<file path="config.mk">
export PLATFORM = sky130hd
export DESIGN_NAME = gcbp_subimage_sequencer
export DESIGN_NICKNAME = d
export VERILOG_FILES = /design/src/rtl/gcbp_subimage_sequencer.sv
export SDC_FILE = /design/constraint.sdc
export NUM_CORES = 1
export LEC_CHECK = 0
export ABC_AREA = 1
export BUFFER_PORTS_ARGS = -buffer_cell sky130_fd_sc_hd__buf_2
export CAP_MARGIN = 20
export CORE_MARGIN = 2
export CORE_UTILIZATION = 51
export DETAILED_ROUTE_END_ITERATION = 16
export PLACE_DENSITY = 0.9
export RECOVER_POWER = 100
export SETUP_SLACK_MARGIN = 0.15
export SLEW_MARGIN = 25
export SYNTH_ARGS = -nofsm -noshare
export SYNTH_HDL_FRONTEND = slang
export SYNTH_SLANG_ARGS = --single-unit
export TNS_END_PERCENT = 30
</file>
<file path="constraint.sdc">
create_clock -name i_clk -period 8.5 [get_ports i_clk]
set_input_delay 1.275 -clock i_clk [delete_from_list [all_inputs] [get_ports i_clk]]
set_output_delay 1.275 -clock i_clk [all_outputs]
set_load 0.01 [all_outputs]
</file>
<file path="src/rtl/gcbp_subimage_sequencer.sv">
// GCBP sub-image sequencer: follows the active sub-image row window from line pulses,
// turns GCBP line words into one-hot BRAM writes and rotates the triple-buffered frame slots.
module gcbp_subimage_sequencer #(
   parameter int C_NUM_VERT_SUBIMAGES = 4,
   parameter int C_NUM_HORI_SUBIMAGES = 4,
   parameter int C_SUBIMAGE_HEIGHT    = 64,
   parameter int C_EDGE_GAP           = 46,
   parameter int C_INTER_GAP          = 44,
   parameter int C_LINES_PER_FRAME    = 480,
   parameter int C_DATA_WIDTH         = 128,
   parameter int C_ADDR_BITS          = 9,
   localparam int C_HW = $clog2(C_NUM_HORI_SUBIMAGES + 1),
   localparam int C_VW = $clog2(C_NUM_VERT_SUBIMAGES + 1),
   localparam int C_NW = C_NUM_VERT_SUBIMAGES * C_NUM_HORI_SUBIMAGES
)(
   input  logic                    i_clk,
   input  logic                    i_reset,
   input  logic                    i_new_frame,
   input  logic                    i_line_done,
   input  logic                    i_line_valid,
   input  logic [C_DATA_WIDTH-1:0] i_line_data,
   input  logic [C_HW-1:0]         i_hori_idx,
   output logic [C_ADDR_BITS-1:0]  o_bram_write_addr,
   output logic [C_DATA_WIDTH-1:0] o_bram_write_data,
   output logic [C_NW-1:0]         o_bram_write_enable,
   output logic [C_VW-1:0]         o_vert_idx,
   output logic                    o_in_window,
   output logic                    o_frame_done,
   output logic                    o_frame_err,
   output logic [1:0]              o_next_frame_loc,
   output logic [1:0]              o_curr_frame_loc,
   output logic [1:0]              o_prev_frame_loc
);
   localparam int C_LW = $clog2(C_LINES_PER_FRAME + 1);
   localparam int C_RW = (C_SUBIMAGE_HEIGHT > 1) ? $clog2(C_SUBIMAGE_HEIGHT) : 1;
   localparam int C_EW = $clog2(C_NW + 1) + 1;

   typedef enum logic [1:0] {S_IDLE, S_GAP, S_WINDOW, S_FRAME_END} state_t;

   state_t           r_state;
   logic [C_LW-1:0]  r_line;
   logic [C_RW-1:0]  r_row_line;

   logic [C_LW-1:0]  w_line_inc;
   logic [31:0]      w_win_start;
   logic             w_enter_win;
   logic             w_row_end;
   logic             w_last_row;
   logic             w_hori_ok;
   logic [C_NW-1:0]  w_onehot;

   assign w_line_inc  = (r_line == C_LW'(C_LINES_PER_FRAME - 1)) ? r_line : r_line + C_LW'(1);
   // In a gap the next window to open always belongs to the current o_vert_idx.
   assign w_win_start = 32'(C_EDGE_GAP)
                      + 32'(o_vert_idx) * 32'(C_SUBIMAGE_HEIGHT + C_INTER_GAP);
   assign w_enter_win = (32'(w_line_inc) == w_win_start);
   assign w_row_end   = (r_row_line == C_RW'(C_SUBIMAGE_HEIGHT - 1));
   assign w_last_row  = (o_vert_idx == C_VW'(C_NUM_VERT_SUBIMAGES - 1));
   assign w_hori_ok   = ({1'b0, i_hori_idx} < (C_HW + 1)'(C_NUM_HORI_SUBIMAGES));
   assign w_onehot    = C_NW'(1) << (C_EW'(o_vert_idx) * C_EW'(C_NUM_HORI_SUBIMAGES)
                                     + C_EW'(i_hori_idx));

   always_ff @(posedge i_clk or posedge i_reset) begin
      if (i_reset) begin
         r_state          <= S_IDLE;
         r_line           <= '0;
         r_row_line       <= '0;
         o_vert_idx       <= '0;
         o_in_window      <= 1'b0;
         o_frame_done     <= 1'b0;
         o_frame_err      <= 1'b0;
         o_next_frame_loc <= 2'd0;
         o_curr_frame_loc <= 2'd1;
         o_prev_frame_loc <= 2'd2;
      end else begin
         o_frame_done <= 1'b0;
         if (i_new_frame) begin
            r_line      <= '0;
            r_row_line  <= '0;
            o_vert_idx  <= '0;
            r_state     <= (C_EDGE_GAP == 0) ? S_WINDOW : S_GAP;
            o_in_window <= (C_EDGE_GAP == 0);
            // Only a completed frame may retire its slot; a short one is overwritten in place.
            if (r_state == S_FRAME_END) begin
               o_next_frame_loc <= o_prev_frame_loc;
               o_curr_frame_loc <= o_next_frame_loc;
               o_prev_frame_loc <= o_curr_frame_loc;
            end else if (r_state != S_IDLE) begin
               o_frame_err <= 1'b1;
            end
         end else if (i_line_done && r_state != S_IDLE) begin
            r_line <= w_line_inc;
            case (r_state)
               S_GAP: begin
                  if (w_enter_win) begin
                     r_state     <= S_WINDOW;
                     o_in_window <= 1'b1;
                  end
               end
               S_WINDOW: begin
                  if (w_row_end) begin
                     r_row_line <= '0;
                     if (w_last_row) begin
                        r_state      <= S_FRAME_END;
                        o_in_window  <= 1'b0;
                        o_frame_done <= 1'b1;
                     end else begin
                        o_vert_idx <= o_vert_idx + C_VW'(1);
                        if (C_INTER_GAP != 0) begin
                           r_state     <= S_GAP;
                           o_in_window <= 1'b0;
                        end
                     end
                  end else begin
                     r_row_line <= r_row_line + C_RW'(1);
                  end
               end
               default: ;
            endcase
         end
      end
   end

   // Write port samples the pre-update counters, so a word arriving with i_line_done
   // lands on the line that is ending.
   always_ff @(posedge i_clk or posedge i_reset) begin
      if (i_reset) begin
         o_bram_write_enable <= '0;
         o_bram_write_addr   <= '0;
         o_bram_write_data   <= '0;
      end else if (r_state == S_WINDOW && i_line_valid && w_hori_ok) begin
         o_bram_write_enable <= w_onehot;
         o_bram_write_addr   <= C_ADDR_BITS'(o_next_frame_loc) * C_ADDR_BITS'(C_SUBIMAGE_HEIGHT)
                              + C_ADDR_BITS'(r_row_line);
         o_bram_write_data   <= i_line_data;
      end else begin
         o_bram_write_enable <= '0;
      end
   end

endmodule

</file>
=== Word-level counts from Yosys, hierarchy flattened ===
Cells that the tools add are included.

* Register bits after elaboration: 182
* Bits of input ports: 136

* $add $sub $neg: 6
* Multiply operators: 1
* $lt $le $gt $ge: 1
* Eq/ne operators: 10
* Shift operators: 1
* Mux-type cells: 29
* Bitwise gates (word level): 1
* Reduce and logical (&&, ||, !) cells: 13

{| class="wikitable"
|+ Operators with widths
! operator !! count
|-
| 9-bit 2-to-1 mux || 3
|-
| 6-bit 2-to-1 mux || 4
|-
| 16-bit 2-to-1 mux || 1
|-
| 1-bit by 6-bit << shifter with 16-bit output, first input constant || 1
|-
| 3-bit 2-to-1 mux || 5
|-
| 6-bit by 10-bit adder with 11-bit output, first input constant || 1
|-
| 9-bit by 11-bit == test with 1-bit output || 1
|-
| 2-bit 2-to-1 mux || 5
|-
| 8-bit by 6-bit adder with 9-bit output || 1
|-
| 9-bit by 1-bit adder with 9-bit output, second input constant || 1
|-
| 9-bit == test, second input constant || 1
|-
| 1-bit 2-to-1 mux || 9
|-
| 3-bit by 5-bit multiplier with 8-bit output, second input constant || 1
|-
| 4-bit AND reduction || 2
|-
| 2-bit nonzero test || 4
|-
| 5-bit by 3-bit adder with 6-bit output || 1
|-
| 6-bit by 1-bit adder with 6-bit output, second input constant || 1
|-
| 6-bit == test, second input constant || 1
|-
| 3-bit inequality test, second input constant || 2
|-
| 2-bit == test, second input constant || 2
|-
| 2-bit case mux with 2 select lines || 1
|-
| 2-bit AND reduction || 2
|-
| 3-bit by 1-bit adder with 3-bit output, second input constant || 1
|-
| 3-bit by 2-bit == test with 1-bit output, second input constant || 1
|-
| other kinds (8) || 10
|}

=== Logic depth before layout (Yosys ltp) ===
Gate-level depths: netlist (run 1).

* Depth in word-level cells: 7
* Mapped depth: 20
* Mapped depth without buffers: 20

=== Least setup slack after synthesis (run 1) ===
OpenSTA, ideal clock, no wires.

* Path type: register to register
* Start point: register o_vert_idx[1]
* End point: register r_state[1]
* Library setup time: 0.117 ns
* Arrival time: 2.601 ns
* Required time: 8.383 ns
* Setup slack: 5.783 ns
* Cell stages (with the launch flop): 19
* Path buffers: 0
* Clock period less this slack: 2.717 ns
* Cell sequence: dfrtp_1 > inv_1 > ha_1 > inv_1 > ha_1 > fa_1 > inv_1 > o21ai_1 > nand3_1 > nor2_1 > nand2_1 > nand2_1 > nand2_1 > nand2_1 > nand3_1 > nand2_2 > nand2_2 > nand2_1 > nand2_1

* Longest elaborated chain between the ends: 6
* Elaborated cells on any way between the ends: 11
* Classes of those cells: add/sub: 1; mul: 1; eq/ne: 3; mux: 5; reduce/logical: 1

{| class="wikitable"
|+ Ends and longest elaborated chain
! what !! RTL line !! text
|-
| from (decl) || 26 || <nowiki>output logic [C_VW-1:0] o_vert_idx,</nowiki>
|-
| from (signal assigned) || 108 || <nowiki>o_vert_idx <= o_vert_idx + C_VW'(1);</nowiki>
|-
| parallel branches: the longest is 6 deep, another holds 6-bit by 10-bit adder with 11-bit output || -- ||
|-
| to (signal assigned) || 81 || <nowiki>r_state <= (C_EDGE_GAP == 0) ? S_WINDOW : S_GAP;</nowiki>
|-
| to (decl) || 40 || <nowiki>state_t r_state;</nowiki>
|}

Parallel ways; which one is timed is not known. The select of a mux whose other input is x is not followed.
A chain may end at the register's enable or synchronous reset.

=== Worst setup path after layout (run 1) ===
* Start point: input i_line_valid
* End point: register o_bram_write_addr[3]

* Longest elaborated chain between the ends: 2

{| class="wikitable"
|+ Ends and longest elaborated chain
! what !! RTL line !! text
|-
| from (decl) || 20 || <nowiki>input logic i_line_valid,</nowiki>
|-
| 1-bit logical AND (2 in a row) || 131 || <nowiki>end else if (r_state == S_WINDOW && i_line_valid && w_hori_ok) begin</nowiki>
|-
| to (signal assigned) || 133 || <nowiki>o_bram_write_addr <= C_ADDR_BITS'(o_next_frame_loc) * C_ADDR_BITS'(C_SUBIMAGE_HEIGHT)</nowiki>
|-
| to (decl) || 23 || <nowiki>output logic [C_ADDR_BITS-1:0] o_bram_write_addr,</nowiki>
|}

Every way passes these cells.

==> results of run 1 <==
path summary, 6_finish.rpt:
kind	slack, ns	depth (start not counted)	from	endpoint
setup reg to reg	3.86	7	r_state[1]	o_bram_write_addr[3]
hold / removal	0.47	2	o_bram_write_data[9]	o_bram_write_data[9]
setup / recovery	3.48	6	i_line_valid	o_bram_write_addr[3]
min in group asynchronous	2.12	2	i_reset	o_bram_write_data[58]
hold reg to reg	0.47	2	o_bram_write_data[9]	o_bram_write_data[9]
max in group asynchronous	4.34	3	i_reset	o_bram_write_data[99]
synthesized netlist by cell type, types with 2 or more instances:
master	n	area share [%]
nor2_1	32	1.6
o31ai_1	2	0.20
nand2_2	5	0.41
o21ai_1	3	0.20
buf_4	2	0.20
inv_1	50	2.4
xnor2_1	4	0.46
nand2_1	484	24
nor3_1	2	0.13
a21oi_1	7	0.46
dfrtp_1	179	58
buf_2	10	0.65
clkbuf_1	20	0.98
o22ai_1	6	0.49
o21ai_0	20	1.3
nand4_1	12	0.98
dfstp_2	2	0.68
ha_1	15	2.4
nand3_1	33	2.2
nand3b_1	3	0.29
nor2_2	4	0.33
inv_2	4	0.20
sequential cells by signal, indices dropped and copies added, names as in the netlist:
register             flops
o_bram_write_addr        8
o_bram_write_data      128
o_bram_write_enable     16
o_curr_frame_loc         2
o_frame_done             1
o_frame_err              1
o_in_window              1
o_next_frame_loc         2
o_prev_frame_loc         2
o_vert_idx               3
r_line                   9
r_row_line               6
r_state                  2
final cells by class:
cell class	instances	share of cell area (%)
Sequential cell	181	46.9
Multi-Input combinational cell	643	28.8
Timing Repair Buffer	303	13.6
Clock buffer	17	4.40
Tap cell	184	2.38
Inverter	54	2.14
Clock inverter	14	1.70
Antenna cell	3	0.0777
kinds of logic after synthesis:
logic type               after synthesis  synth area share, %
XOR/XNOR                               5                0.570
adder cells (fa/ha/maj)               16                 2.71
other                                  1               0.0488
buffers and inverters                 86                 4.47
AND/OR/NAND/NOR                      578                 30.0
multiplexers                           1                0.147
AO/OA/AOI/OAI                         42                 3.08
flip-flops                           181                 59.0
power by group:
part	switching (mW)	internal (mW)	leakage [nW]
clock network	0.359	0.417	0.288
registers	0.199	1.19	2.31
logic	0.725	0.365	2.57
total	1.28	1.97	5.17
metrics by stage:
| stage | total power [mW] | cells | area [um^2] | setup WS [ns] |
|---|---|---|---|---|
| after detailed placement | 2.56 | 1365 | 9300 | 5.25 |
| after CTS | 3.34 | 1396 | 9890 | 5.45 |
| after floorplan | 2.02 | 910 | 7680 | 2.31 |
| after global placement | 2.50 | 1365 | 9300 | 5.27 |
| final | 3.25 | 1399 | 9670 | 3.48 |
| after global routing | 3.47 | 1399 | 9670 | 2.90 |
routing by layer:
| metal | GRT usage, % | vias to the layer above | part of all wire (%) |
|---|---|---|---|
| met1 | 30.6 | 3304 | 39 |
| li1 | - | 3401 | - |
| met2 | 44.9 | 277 | 50 |
| met5 | 0 | - | 0.061 |
| met3 | 5.57 | 67 | 5.7 |
| met4 | 13.3 | 2 | 4.5 |
worst reg2reg max path, cell delays in order (launching register included):
cell and delay (ns):
dfrtp_1 0.43, inv_2 0.09, nor2_2 0.06, inv_2 0.08, nor3_1 0.08, inv_4 0.36, clkbuf_1 2.85, o21ai_0 0.38
==> metrics.md, run 1 <==
| Metric | Value |
|---|---|
| CP Cell Sequence | buf_2 > inv_1 > nor3_1 > inv_4 > clkbuf_1 > o21ai_0 |
| Largest net degree at the start of global routing | 106 |
| Initial Util | approximately 52% |
| Clock Skews | between 0.007 and 0.008 ns |
| Top Family by Delay on Critical Path | buffers and inverters |
| Footprint of the multi-input gates | 2780 um^2 |
| Post-route ant nets | 0 |
| Drc violations | 0 |
| DIE AREA | approximately 16,000 um^2 |
| Max clock buf depth | 2 |
| Sequential share of the synthesized area | about 59% |
| Worst setup path category | primary input to register |
| First-pass GRT wire length | 32,800 um |
| Buf+Inv Stages, Crit Path | 4 |
| Drt pass-1 iters | 6 |
| Synth-to-layout area growth | 25.9% |
| Commonest non-fill, non-tap cell in the layout | nand2_1 |
| DRT Wirelength | ~21,000 um |
| Cts hold-fix bufs | 0 |
| Ys flop type | dfrtp_1 |
| Synth Warn # | 0 |
| CTS tree | yes |
| Maxcap violations | 3 |
| Total Routing Usage GR | 25.9% |
| CP Capture Type | register |
| Number of global-route vias before repair | around 6,600 |
| Outcome | complete, but fails checks |
| Slowest stage delay, CP | 2.81 ns |
| RSZ-0062 raised after global routing | false |
| Post-synth EDFFs | 0 |
| Clk_lat worst skew | roughly 0.43 ns |
| Pins Over Slew Limit | around 260 |
| Clock sink count | 181 |
| Io pins | ~300 |
| Fillers | roughly 1,300 |
| Final Core Density | 66.0% |
| Dpl hpwl | between 15,000 and 20,000 um |
| Commonest cells after routing, fill and taps aside | nand2_1 (486), dfrtp_1 (179), clkbuf_1 (166), buf_2 (134), inv_1 (49) |
| Register area | 4530 um^2 |
| Failing checks | max-capacitance violations, max-slew violations |
| CP max FO | 96 |
| Post-CTS sizing | 0 |
| CTS buffer count | 17 |
| Fin nets | 1,352 |
| IO buf count | between 200 and 300 |
| Worst path slowest cell | clkbuf_1 |
| Slew @ Worst Pin | 4.37 ns |
| Routed vias | ~7,100 |
| Avg Vias per Cell | around 5.0 |
| Clk slew on worst S/H paths | about 0.070 ns |
| Critical path arrival | 5.14 ns |
| P_leak | about 5.2 nW |
| Power Density | about 340 nW/um^2 |
| FF+latch count, synth | between 150 and 200 |
| Final period utilization | between 50% and 60% |
| Syn_area_per_cell | approximately 8.4 um^2 |
| Netlist cell types | 33 |
| Chip width | between 100 and 150 um |
| Post-Route Setup TNS | 0 ns |
| Final GP Congestion | about 0.89 |
| Die Height | between 100 and 150 um |
| Startpoint class of the critical path | primary input |
| Core Area | 14,600 um^2 |
| Row cnt | 44 |
| Initial antenna violation count | 4 |
| Fin crit period | between 5 and 6 ns |
| Worst Hold Class | register to register |
| Setup-violating endpoint count in the final report | 0 |
| Synth Instances | 910 |
| Setup Fix Bufs, Post-CTS | 0 |
| CTS root buf | clkbuf_16 |
| Gr ovfl total | 0 |
| Cell area after synthesis | around 7700 um^2 |
| H-tree depth | 4 |
| Syn_nets | 1,062 |
| Wire per inst | around 15 um |
| Worst hold margin | roughly 0.47 ns |
| Async S/R FF share, synth | between 90% and 100% |
| Share of cells above drive strength 1 | between 10% and 20% |
| Initial drt markers | 490 |
| Max-slew headroom | -193% |
| Worst vdd ir | 0.000213 V |
| Final Hold Violating Endpoints | 0 |
| Worst Path Required | 8.62 ns |
| Max Clock Freq | roughly 200 MHz |
(Power assumes the default switching activity.)
==> inputs of run 2 (changes only) <==
- CORE_UTILIZATION: 51 -> 49
- PLACE_DENSITY: 0.9 -> 0.87
- clock period: 8.5 -> 5 ns (I/O delays scaled with it)
==> metrics.md, run 2 (same netlist as run 1, synthesis figures left out) <==
| Metric | Value |
|---|---|
| Outcome | complete, but fails checks (unchanged) |
| Failing checks | max-capacitance violations, max-slew violations (unchanged) |
| Avg Vias per Cell | 4.90 (was 5.04) |
| Slew @ Worst Pin | 1.91 ns (was 4.37 ns) |
| Post-DP Area | 9350 um^2 (was 9300 um^2) |
| Net switching power | 2.15 mW (was 1.28 mW) |
| Total power draw | 5.43 mW (was 3.25 mW) |
| Core Area | 15,300 um^2 (was 14,600 um^2) |
| Max reg flops | 128 (unchanged) |
| CP Capture Type | register (unchanged) |
| Worst setup path category | register to register (was primary input to register) |
| Slowest stage delay, CP | 1.20 ns (was 2.81 ns) |
| Fillers | 1,359 (was 1,278) |
| Final GP Congestion | 0.962 (was 0.886) |
| Clock Skews | 0.0113 ns (was 0.00784 ns) |
| Clk slew on worst S/H paths | 0.07 ns (about the same) |
| Worst vdd ir | 0.000364 V (was 0.000213 V) |
| Clock sink count | 181 (unchanged) |
| Pre-CTS WS | 2.01 ns (was 5.25 ns) |
| Worst Setup Slack, final | 1.23 ns (was 3.48 ns) |
| Post-route ant nets | 0 (unchanged) |
| H-tree depth | 4 (unchanged) |
| Final Hold Violating Endpoints | 0 (unchanged) |
| Total Routing Usage GR | 24.2% (was 25.9%) |
| Commonest cells after routing, fill and taps aside | nand2_1 (486), dfrtp_1 (179), clkbuf_1 (165), buf_2 (135), inv_1 (51) (was nand2_1 (486), dfrtp_1 (179), clkbuf_1 (166), buf_2 (134), inv_1 (49)) |
| Drc violations | 0 (unchanged) |
| Combinational power share | 34.2% (was 33.5%) |
| Max clock buf depth | 2 (unchanged) |
| Clk_lat worst skew | 0.42 ns (was 0.43 ns) |
| Number of global-route vias before repair | 6,360 (was 6,610) |
| Chip width | 129 um (was 127 um) |
| Startpoint class of the critical path | register (was primary input) |
| Worst Hold Class | register to register (unchanged) |
| Post-CTS sizing | 0 (unchanged) |
| DRT Wirelength | 20,800 um (was 21,200 um) |
| First-pass GRT wire length | 31,500 um (was 32,800 um) |
| Io pins | 301 (unchanged) |
| Pins Over Slew Limit | 259 (was 263) |
| Final cell count without fillers | 1,426 (was 1,399) |
| Post-Route Setup TNS | 0 ns (unchanged) |
| Critical path arrival | 4.12 ns (was 5.14 ns) |
| Fin crit period | approximately 3.8 ns |
| CTS root buf | clkbuf_16 (unchanged) |
| DIE AREA | 16,700 um^2 (was 16,100 um^2) |
| Biggest regs | o_bram_write_data: 128 flops, o_bram_write_enable: 16 flops, r_line: 9 flops (unchanged) |
| Flop pwr share | 43.0% (was 42.6%) |
| Placed cell count | 1,392 (was 1,365) |
| Final Core Density | 63.3% (was 66.0%) |
| P_leak | 5.14 nW (was 5.17 nW) |
| Initial antenna violation count | 2 (was 4) |
| Setup Fix Bufs, Post-CTS | 0 (unchanged) |
| Max Clock Freq | 265 MHz |
| Wire per inst | 14.6 um (was 15.2 um) |
| CTS buffer count | 17 (unchanged) |
| RSZ-0062 raised after global routing | false (unchanged) |
| Share of cells above drive strength 1 | 15.0% (about the same) |
| Die Height | 129 um (was 127 um) |
| Clk pwr share | 22.8% (was 23.9%) |
| Final period utilization | 75.4% |
| Setup-violating endpoint count in the final report | 0 (unchanged) |
| Max-slew headroom | -27.3% (was -193%) |
| Worst Path Required | 5.35 ns (was 8.62 ns) |
| Largest net degree at the start of global routing | 147 (was 106) |
| Internal Pwr Total | 3.28 mW (was 1.97 mW) |
| Row cnt | 45 (was 44) |
| CP Cell Sequence | inv_1 > nor2_1 > inv_1 > nor3_1 > clkbuf_2 > clkbuf_2 > nand2_1 > nand2_1 (was buf_2 > inv_1 > nor3_1 > inv_4 > clkbuf_1 > o21ai_0) |
| Initial drt markers | 445 (was 490) |
| Synth-to-layout area growth | 25.8% (was 25.9%) |
| Dpl hpwl | 15,000 um (was 15,100 um) |
| CTS tree | yes (unchanged) |
| Final Cell Area | 9660 um^2 (was 9670 um^2) |
| Gr ovfl total | 0 (unchanged) |
| IO buf count | 299 (unchanged) |
| Switching share of power | 39.6% (was 39.5%) |
| Commonest non-fill, non-tap cell in the layout | nand2_1 (unchanged) |
| Worst path slowest cell | clkbuf_2 (was clkbuf_1) |
| Fin nets | 1,352 (unchanged) |
| Power Density | 563 nW/um^2 (was 337 nW/um^2) |
| Cts hold-fix bufs | 0 (unchanged) |
| Biggest register | o_bram_write_data (unchanged) |
| CP max FO | 74 (was 96) |
| Maxcap violations | 3 (unchanged) |
| Initial Util | 50.3% (was 52.4%) |
| Worst hold margin | 0.468 ns (was 0.471 ns) |
| Routed vias | 6,988 (was 7,051) |
| Drt pass-1 iters | 5 (was 6) |
## run 2: area by class of cell
class	instances	area (um^2)	share of cell area (%)
clock inverters	14	121	1.26
flip-flops and latches	181	4530	46.9
well taps	211	264	2.73
inverters	54	206	2.14
multi-input cells	643	2780	28.8
repair buffers	303	1320	13.6
diodes	2	5.00	0.0518
clock buffers	18	429	4.44
## run 2: layer usage
metal / GRT usage, % / wire length [um] / vias up
met5: 0 / 0 / -
met4: 10.9 / 747 / 0
met3: 6.19 / 1470 / 47
met2: 40.3 / 10200 / 274
met1: 29.7 / 8360 / 3263
li1: - / - / 3404
## run 2: power groups by stage
| stage | Sequential, mW | Combinational (mW) | Clock, mW |
|---|---|---|---|
| CTS | 2.32 | 2.02 | 1.26 |
| finish | 2.34 | 1.86 | 1.24 |
| detailed placement | 2.34 | 2.01 | 0 |
| global placement | 2.31 | 1.95 | 0 |
| global route | 2.40 | 2.08 | 1.33 |
| floorplan | 2.59 | 0.850 | 0 |
## run 2: critical path: cells and delay by family (launching register included)
family                 cells  cell delay [ns]
buffers and inverters      4             2.43
flip-flops                 1             0.41
AND/OR/NAND/NOR            4             0.81
## run 2: worst paths after layout
check | startpoint | end | slack (ns) | depth (start not counted)
max in group asynchronous | i_reset | o_bram_write_data[78] | 1.70 | 3
max reg2reg | r_state[1] | o_bram_write_data[32] | 1.23 | 8
max | r_state[1] | o_bram_write_data[32] | 1.23 | 8
min reg2reg | o_bram_write_data[122] | o_bram_write_data[122] | 0.47 | 2
min | o_bram_write_data[122] | o_bram_write_data[122] | 0.47 | 2
min in group asynchronous | i_reset | o_bram_write_addr[4] | 0.69 | 2
==> inputs of run 3 (changes only) <==
- ABC_AREA: 1 -> 0
- CORE_UTILIZATION: 49 -> 44
- PLACE_DENSITY: 0.87 -> 0.83
- clock period: 5 -> 3.19 ns (I/O delays scaled with it)
==> metrics.md, run 3 <==
| Metric | Value |
|---|---|
| Outcome | complete, but fails checks (unchanged) |
| Failing checks | max-capacitance violations, max-slew violations (unchanged) |
| Max Clock Freq | 343 MHz (was 265 MHz) |
| Die Height | 136 um (was 129 um) |
| Initial Util | 44.7% (was 50.3%) |
| Clk_lat worst skew | 0.42 ns (about the same) |
| Clk slew on worst S/H paths | 0.08 ns (was 0.07 ns) |
| Synth area leader | dfrtp_1 (unchanged) |
| Initial drt markers | 176 (was 445) |
| Buf+Inv Stages, Crit Path | 3 (was 4) |
| RSZ-0062 raised after global routing | true (was false) |
| Slowest stage delay, CP | 0.41 ns (was 1.20 ns) |
| Worst vdd ir | 0.000342 V (was 0.000364 V) |
| Netlist cell types | 58 (was 33) |
| Synth Instances | 558 (was 910) |
| Final GP Congestion | 0.856 (was 0.962) |
| Row cnt | 48 (was 45) |
| Wire per inst | 15.9 um (was 14.6 um) |
| Final Core Density | 57.1% (was 63.3%) |
| Ys flop type | dfrtp_1 (unchanged) |
| Initial antenna violation count | 2 (unchanged) |
| Top Usage Layer GRT | met2 (unchanged) |
| Area share of the largest cell type after synthesis | 58.3% (about the same) |
| Post-route ant nets | 0 (unchanged) |
| Io pins | 301 (unchanged) |
| FF+latch count, synth | 181 (unchanged) |
| Commonest cells after routing, fill and taps aside | dfrtp_1 (179), clkbuf_1 (164), mux2_2 (141), buf_2 (139), nor2_1 (37) (was nand2_1 (486), dfrtp_1 (179), clkbuf_1 (165), buf_2 (135), inv_1 (51)) |
| Synth Warn # | 0 (unchanged) |
| DIE AREA | 18,500 um^2 (was 16,700 um^2) |
| Synth-to-layout area growth | 27.7% (was 25.8%) |
| P_leak | 4.78 nW (was 5.14 nW) |
| DRT Wirelength | 17,500 um (was 20,800 um) |
| Largest net degree at the start of global routing | 111 (was 147) |
| Post-Route Setup TNS | 0 ns (unchanged) |
| Slew @ Worst Pin | 2.44 ns (was 1.91 ns) |
| Power Density | 479 nW/um^2 (was 563 nW/um^2) |
| Final period utilization | 91.5% (was 75.4%) |
| Cell area after synthesis | 7680 um^2 (about the same) |
| Worst setup path category | register to register (unchanged) |
| Worst Hold Class | primary input to register (was register to register) |
| Sequential share of the synthesized area | 59.0% (about the same) |
| Post-synth EDFFs | 0 (unchanged) |
| Biggest regs | o_bram_write_data: 128 flops, o_bram_write_enable: 16 flops, r_line: 9 flops (unchanged) |
| Most common cell in the netlist | dfrtp_1 (was nand2_1) |
| Met3 Resource Use GR | 4.92% (was 6.19%) |
| Commonest non-fill, non-tap cell in the layout | dfrtp_1 (was nand2_1) |
| IO buf count | 299 (unchanged) |
| Avg Vias per Cell | 4.94 (was 4.90) |
| CP Capture Type | register (unchanged) |
| Drt pass-1 iters | 4 (was 5) |
| Met2 usage | 29.4% (was 40.3%) |
| CP Cell Sequence | inv_2 > ha_4 > inv_2 > ha_4 > fa_2 > xor2_2 > a22oi_2 > buf_4 > xor3_1 > nand4_1 > o31ai_2 > a31oi_1 > nor3_2 (was inv_1 > nor2_1 > inv_1 > nor3_1 > clkbuf_2 > clkbuf_2 > nand2_1 > nand2_1) |
| Number of global-route vias before repair | 5,177 (was 6,360) |
| Worst path slowest cell | fa_2 (was clkbuf_2) |
| CTS buffer count | 17 (unchanged) |
| Pins Over Slew Limit | 183 (was 259) |
| Max reg flops | 128 (unchanged) |
| Routed vias | 5,427 (was 6,988) |
| Maxcap violations | 2 (was 3) |
| Synth cell count leaders | dfrtp_1 (179), mux2_2 (142), nor2_1 (37), buf_2 (18), nand2_1 (18) (was nand2_1 (484), dfrtp_1 (179), inv_1 (50), nand3_1 (33), nor2_1 (32)) |
| Gr ovfl total | 0 (unchanged) |
| Total Routing Usage GR | 18.2% (was 24.2%) |
| CTS root buf | clkbuf_16 (unchanged) |
| Final Hold Violating Endpoints | 0 (unchanged) |
| Top Family by Delay on Critical Path | adder cells (was buffers and inverters) |
| Clock sink count | 181 (unchanged) |
| First-pass GRT wire length | 26,300 um (was 31,500 um) |
| Synth top area cells | dfrtp_1 (58%), mux2_2 (21%), ha_1 (2.4%), nor2_1 (1.8%), buf_2 (1.2%) (was dfrtp_1 (58%), nand2_1 (24%), ha_1 (2.4%), inv_1 (2.4%), nand3_1 (2.2%)) |
| Syn_area_per_cell | 13.8 um^2 (was 8.44 um^2) |
| Drc violations | 0 (unchanged) |
| Critical path arrival | 3.17 ns (was 4.12 ns) |
| Fin nets | 1,012 (was 1,352) |
| Biggest register | o_bram_write_data (unchanged) |
| Setup-violating endpoint count in the final report | 0 (unchanged) |
| Dpl hpwl | 12,900 um (was 15,000 um) |
| H-tree depth | 4 (unchanged) |
| Chip width | 136 um (was 129 um) |
| Max-slew headroom | -62.9% (was -27.3%) |
| Fin crit period | 2.92 ns (was 3.77 ns) |
| GRT met1 Usage | 23.6% (was 29.7%) |
| Fillers | 1,466 (was 1,359) |
| Startpoint class of the critical path | register (unchanged) |
| Async S/R FF share, synth | 100% (unchanged) |
| Clock Skews | 0.00911 ns (was 0.0113 ns) |
| Syn_nets | 710 (was 1,062) |
| CTS tree | yes (unchanged) |
| Share of cells above drive strength 1 | 39.0% (was 15.0%) |
| Worst Path Required | 3.44 ns (was 5.35 ns) |
| Core Area | 17,200 um^2 (was 15,300 um^2) |
| Max clock buf depth | 2 (unchanged) |
| CP max FO | 4 (was 74) |
run 3: worst paths after layout:
check	start	end	slack (ns)	cells after the start
worst max-delay path	o_vert_idx[1]	r_state[1]	0.27	13
worst min-delay path	i_line_data[86]	o_bram_write_data[86]	0.28	2
worst max register to register	o_vert_idx[1]	r_state[1]	0.27	13
worst min register to register	o_frame_err	o_frame_err	0.46	1
max in group asynchronous	i_reset	o_vert_idx[0]	0.74	3
min in group asynchronous	i_reset	o_bram_write_data[80]	0.68	3
run 3: through the flow:
step	instances	area [um^2]	worst slack [ns]	power, mW	hold WS [ns]
2_1_floorplan	558	7680	0.147	2.57	0.493
3_3_place_gp	1063	9420	0.0715	2.74	0.437
3_5_place_dp	1063	9420	0.0224	2.76	0.441
4_1_cts	1096	10000	0.194	4.77	0.252
5_1_grt	1098	9810	0.105	4.89	0.262
6_report	1098	9810	0.271	4.70	0.280
run 3: cell type report:
cell class                 instances  area (um^2)  area share, %
clock inverter                    13          134           1.36
tap                              225          282           2.87
inverter                           9         35.0          0.357
clock buffer                      18          439           4.48
sequential                       181         4530           46.2
multi-input combinational        341         3020           30.8
timing repair buffer             310         1360           13.9
antenna                            1         2.50         0.0255
run 3: repair_timing:
action,CTS,global route
buffers inserted,2,1
hold buffers,0,0
gates resized for setup,1,10
pin swaps,5,8
setup endpoints to repair,3,3
run 3: routing by layer:
layer  share of wire (%)  vias up
met3                 6.2       30
met1                  42     2601
met4                 2.0        2
met5               0.074        -
li1                    -     2588
met2                  49      206
run 3: kinds of logic after synthesis:
family	after synthesis	synth area share, %
other cells	1	0.0488
mux	145	21.2
buf+inv	36	2.30
flops	181	59.0
simple gates	110	7.51
compound gates	49	4.30
fa+ha+maj	16	2.70
xor+xnor	20	2.93
run 3: power breakdown:
| part | internal (mW) | switching, mW |
|---|---|---|
| clock network | 1.06 | 0.954 |
| logic | 0.134 | 0.160 |
| registers | 2.36 | 0.0354 |
| total | 3.55 | 1.15 |
